===== config.mk =====
export PLATFORM = sky130hd
export DESIGN_NAME = mat_loader
export DESIGN_NICKNAME = d
export VERILOG_FILES = /design/src/rtl/mat_loader.sv
export SDC_FILE = /design/constraint.sdc
export NUM_CORES = 1
export LEC_CHECK = 0
export ABC_CLOCK_PERIOD_IN_PS = 4900
export CAP_MARGIN = 0
export CORE_MARGIN = 8
export CORE_UTILIZATION = 45
export DETAILED_ROUTE_END_ITERATION = 8
export PLACE_DENSITY_LB_ADDON = 0.05
export RECOVER_POWER = 100
export SYNTH_ARGS = -nofsm -noshare
export SYNTH_HDL_FRONTEND = slang
export SYNTH_SLANG_ARGS = --single-unit

===== constraint.sdc =====
create_clock -name CLK -period 4.9 [get_ports CLK]
set_input_delay 1.225 -clock CLK [delete_from_list [all_inputs] [get_ports CLK]]
set_output_delay 1.225 -clock CLK [all_outputs]
set_load 0.02 [all_outputs]

===== src/rtl/mat_loader.sv =====
// Byte-serial frame decoder for the matrix-multiply front end: latches four
// dimension bytes, then stores two row-major matrices and flags completion.
module mat_loader #(
  parameter int DATA_W   = 8,
  parameter int MAX_DIM  = 4,
  parameter int MAX_ELEM = 16
) (
  input  logic                         CLK,
  input  logic                         RST,
  input  logic [DATA_W-1:0]            data_send,
  input  logic [1:0]                   ctrl_logic,
  output logic [DATA_W-1:0]            R1,
  output logic [DATA_W-1:0]            C1,
  output logic [DATA_W-1:0]            R2,
  output logic [DATA_W-1:0]            C2,
  output logic [MAX_ELEM*DATA_W-1:0]   mat1_flat,
  output logic [MAX_ELEM*DATA_W-1:0]   mat2_flat,
  output logic                         load_done,
  output logic                         valid,
  output logic                         err
);

  localparam int PROD_W = $clog2(2*MAX_ELEM+1);
  localparam int DIM_W  = $clog2(MAX_DIM+1);
  localparam int ADDR_W = $clog2(MAX_ELEM);

  localparam logic [1:0] CTRL_DATA = 2'd0;
  localparam logic [1:0] CTRL_SIZE = 2'd1;
  localparam logic [1:0] CTRL_SYNC = 2'd2;

  typedef enum logic [1:0] {IDLE, SIZE, DATA, DONE} state_t;

  state_t              state;
  logic [2:0]          size_idx;
  logic [PROD_W-1:0]   elem_idx;
  logic [PROD_W-1:0]   n1;
  logic [PROD_W-1:0]   n_total;
  logic [ADDR_W-1:0]   a1;
  logic [ADDR_W-1:0]   a2;
  logic                dims_ok;

  // Products use only the low dimension bits; they are consulted only after
  // validation has confirmed every dimension is within 1..MAX_DIM.
  always_comb begin
    n1      = PROD_W'(R1[DIM_W-1:0]) * PROD_W'(C1[DIM_W-1:0]);
    n_total = n1 + PROD_W'(R2[DIM_W-1:0]) * PROD_W'(C2[DIM_W-1:0]);
    a1      = elem_idx[ADDR_W-1:0];
    a2      = ADDR_W'(elem_idx - n1);
    dims_ok = (R1 != '0) && (R1 <= DATA_W'(MAX_DIM)) &&
              (C1 != '0) && (C1 <= DATA_W'(MAX_DIM)) &&
              (R2 != '0) && (R2 <= DATA_W'(MAX_DIM)) &&
              (C2 != '0) && (C2 <= DATA_W'(MAX_DIM)) &&
              (C1 == R2);
  end

  always_ff @(posedge CLK) begin
    // NOTE: matrix storage is reset explicitly because it drives outputs that
    // must read 0 after reset; non-blocking assignments throughout.
    if (RST) begin
      state     <= IDLE;
      size_idx  <= '0;
      elem_idx  <= '0;
      R1        <= '0;
      C1        <= '0;
      R2        <= '0;
      C2        <= '0;
      mat1_flat <= '0;
      mat2_flat <= '0;
      load_done <= 1'b0;
      valid     <= 1'b0;
      err       <= 1'b0;
    end else begin
      load_done <= 1'b0;
      unique case (state)
        IDLE, DONE: begin
          case (ctrl_logic)
            CTRL_SIZE: begin
              R1        <= data_send;
              size_idx  <= 3'd1;
              mat1_flat <= '0;
              mat2_flat <= '0;
              valid     <= 1'b0;
              err       <= 1'b0;
              state     <= SIZE;
            end
            CTRL_DATA: err <= 1'b1;
            default: ;
          endcase
        end
        SIZE: begin
          case (ctrl_logic)
            CTRL_SIZE: begin
              if (size_idx == 3'd4) begin
                err <= 1'b1;
              end else begin
                case (size_idx)
                  3'd0:    R1 <= data_send;
                  3'd1:    C1 <= data_send;
                  3'd2:    R2 <= data_send;
                  default: C2 <= data_send;
                endcase
                size_idx <= size_idx + 3'd1;
              end
            end
            CTRL_DATA: begin
              // A valid frame always has at least one matrix-1 element.
              if (size_idx == 3'd4 && dims_ok) begin
                mat1_flat[0 +: DATA_W] <= data_send;
                elem_idx               <= PROD_W'(1);
                state                  <= DATA;
              end else begin
                err   <= 1'b1;
                state <= IDLE;
              end
            end
            CTRL_SYNC: begin
              err   <= 1'b1;
              state <= IDLE;
            end
            default: ;
          endcase
        end
        DATA: begin
          case (ctrl_logic)
            CTRL_DATA: begin
              if (elem_idx < n1) begin
                mat1_flat[a1*DATA_W +: DATA_W] <= data_send;
                elem_idx                       <= elem_idx + PROD_W'(1);
              end else if (elem_idx < n_total) begin
                mat2_flat[a2*DATA_W +: DATA_W] <= data_send;
                elem_idx                       <= elem_idx + PROD_W'(1);
              end else begin
                err <= 1'b1;
              end
            end
            CTRL_SYNC: begin
              if (elem_idx == n_total && !err) begin
                load_done <= 1'b1;
                valid     <= 1'b1;
                state     <= DONE;
              end else begin
                err   <= 1'b1;
                state <= IDLE;
              end
            end
            CTRL_SIZE: begin
              err      <= 1'b1;
              R1       <= data_send;
              size_idx <= 3'd1;
              state    <= SIZE;
            end
            default: ;
          endcase
        end
      endcase
    end
  end

endmodule


==> results.yml <==
setup_path:
  max_stage_delay_ns: 0.56
  cp.required_ns: 5.36
  cp_common_cell: "fa_1"
  critPathArrivalTime_ns: 5.32
  path_buf_inv: 4
  crit_fanout: 8
  critPathSlowestCell: "fa_1"
  crit_family: "adder cells"
  cp-end-kind: "flip-flop"
  r2r_slack_ns: 0.05
  cp_cell_sequence: "and2_4 -> fa_1 -> ha_2 -> inv_2 -> fa_1 -> fa_1 -> inv_2 -> ha_4 -> a21o_1 -> a21oi_2 -> xnor2_1 -> xnor2_1 -> ha_1 -> a21o_1 -> or2_4 -> o21ai_4 -> buf_6 -> o211ai_1 -> buf_4 -> a22o_1"
  critPathKind: "reg2reg"
  critPathLaunchType: "flip-flop"
synth:
  ys_async_sr_fraction_pct: 0
  synth_top_area_share_pct: 47.2
  synth_area_mm2: 0.0128
  ys_warn_count: 0
  seq_area_frac_synth_pct: 47.2
  synth_cell_type_count: 69
  netlist_instances: 1403
  syn_avg_cell_area_um2: 9.12
  syn_nets: 1459
  synth_area_leaders: "dfxtp_1 47%, a22o_1 8.4%, nand2_1 5.1%, a21oi_1 3.8%, ha_1 3.5%"
  ys.flop_type: "dfxtp_1"
  yosys.area.top_type: "dfxtp_1"
  synth_edf_count: 0
  synth-seq-cells: 302
sta:
  worstMarginPinSlew_ns: 1.71
  grt_setup_unrepaired: "yes"
  period_share_pct: 99.1
  hold_viol: 0
  timing.final.ws_setup_ns: 0.0465
  min_period_ns: 4.85
  skew_ns: 0.0139
  tns_ns: 0
  max_freq_ghz: 0.206
  report.final.slew_viol_count: 9
  relSlewSlack_pct: -15.0
  setup_violations: 0
status:
  outcome: "finished, violations left"
  violations: "max-capacitance violations, max-slew violations"
clock_network:
  clkSinkCount: 302
  numCtsBuffers: 31
  ctsRootBufferMaster: "clkbuf_16"
  cts_tree: "done"
  clk_latency_ns: 0.58
  path_clk_slew_ns: 0.06
  ctsHtreeMaxLevel: 1
  cts_buffer_depth: 3
placed_design:
  place_inst: 2066
  io_buffers: 302
  dp_slack_ns: -0.321
  dpl_cell_area_mm2: 0.0166
  place.gp.congestion: 0.859
  post-dp-hpwl_mm: 31.1
global_routing:
  grt_max_degree: 68
  grt_pass1_wl_mm: 66.3
  antenna_found_initial: 1
  grt_pass1_vias: 11500
  grt_overflow_total: 0
  grt_use_total_pct: 24.2
layout:
  final_nets: 1785
  area_growth_pct: 39.2
  drive_above_1_share_pct: 10.7
  diodes: 0
  stdcell_area_mm2: 0.0178
  finalNonFillerCells: 2130
detailed_routing:
  ant_nets: 0
  drc_errors: 0
  viasPerCell: 5.67
  dr.pass1.iters: 7
  vias: 12100
  first_iter_violations: 1025
  wl_per_cell_um: 20.4
  wirelength_mm: 43.5
worst_hold_path:
  hold_path.class: "reg2reg"
job:
  maxCapViolCount: 1
pwr:
  p_leak_uw: 0.00764
  powerDensity_mw_per_mm2: 329
  power.total_uw: 5860
  peakVddDrop_uv: 259
floorplanning:
  core_area_mm2: 0.0279
  start_util_pct: 45.9
  dieArea_mm2: 0.0341
  io_pins: 303
  die_w_um: 185
  fp.dieH_um: 185
  fp-row-count: 61
[stage by stage]
| stage | util, % | hold slack, ns |
|---|---|---|
| 6_report | 63.9 | 0.445 |
| 5_1_grt | 63.9 | 0.462 |
| 4_1_cts | 63.7 | 0.451 |
| 3_5_place_dp | 59.4 | 0.442 |
| 3_3_place_gp | 59.4 | 0.435 |
| 2_1_floorplan | - | 0.459 |
[routing by layer]
| layer | GRT usage, % | wire [um] |
|---|---|---|
| met3 | 6.56 | 3990 |
| met4 | 7.01 | 1240 |
| met5 | 0 | 17 |
| met2 | 39.0 | 19500 |
| met1 | 31.5 | 18800 |
[cells in the mapped netlist (all sizes together) (11+ instances only)]
master and instances:
dfxtp 302, nand2 174, a22o 123, a21oi 98, nor2 76, nand3 74, o21ai 68, clkbuf 66
inv 52, ha 36, mux2i 32, nor3 30, and2 22, buf 22, or3 22, nor4 19
nor2b 15, o22ai 15, and3 14, a21o 11, a32oi 11, nand4 11
[flip-flops by register name, indices dropped and copies added, names as in the netlist, 2 cells and up]
signal / count
C1: 8
C2: 8
R1: 8
R2: 8
elem_idx: 6
mat1_flat: 128
mat2_flat: 128
size_idx: 3
state: 2
[power breakdown]
| part | internal [uW] | leakage, uW | switching (uW) |
|---|---|---|---|
| clock | 1470 | 0.000536 | 990 |
| sequential | 2480 | 0.00244 | 17.9 |
| combinational | 253 | 0.00466 | 644 |
| total | 4210 | 0.00764 | 1650 |
[repair_timing]
action,in CTS,in global routing
hold buffers,0,0
pin swaps,17,57
buffers inserted,4,4
gates resized for setup,19,12
setup endpoints to repair,134,117
[worst min-delay path: cells and delay by family, from the launching register on]
family / cells / cell delay (ns)
DFF: 1 / 0.32
AOI/OAI and AO/OA: 1 / 0.05
and+or+nand+nor: 1 / 0.04
[cell families after synthesis]
family / share of synthesized area (%)
compound gates: 22.0
xor+xnor: 0.812
fa+ha+maj: 4.77
buf+inv: 4.20
flops: 47.2
mux: 2.50
simple gates: 18.5
[placed cells by master, fill, tap and decap left out, types with 8 or more instances in the layout]
cell / n
a21o_1: 11
a21oi_1: 95
a22o_1: 123
a22oi_1: 10
a31o_2: 8
a32oi_1: 11
and2_1: 15
and3_1: 13
buf_4: 64
clkbuf_1: 10
clkbuf_16: 31
clkbuf_8: 10
clkdlybuf4s50_1: 9
dfxtp_1: 298
dlygate4sd3_1: 292
fa_1: 8
ha_1: 33
inv_1: 50
mux2i_1: 32
nand2_1: 172
nand3_1: 73
nand4_1: 11
nor2_1: 73
nor2b_1: 15
nor3_1: 20
nor4_1: 15
o21ai_0: 60
o22ai_1: 15
or3_1: 22
[path summary, 6_finish.rpt]
check                                    start  cells after the start             end
worst max-delay path                     C1[2]                     20   mat2_flat[41]
worst min-delay path            mat1_flat[117]                      2  mat1_flat[117]
worst min register to register  mat1_flat[117]                      2  mat1_flat[117]
worst max register to register           C1[2]                     20   mat2_flat[41]
[final cells by class]
cell class              count  area (um^2)
inverters                  52          195
repair buffers            381         3670
flip-flops and latches    302         6050
well taps                 378          473
multi-input cells         961         6340
fillers                  2376        10000
clock inverters            10          148
clock buffers              46          932
Note: power is estimated with default switching activity, not from simulation.
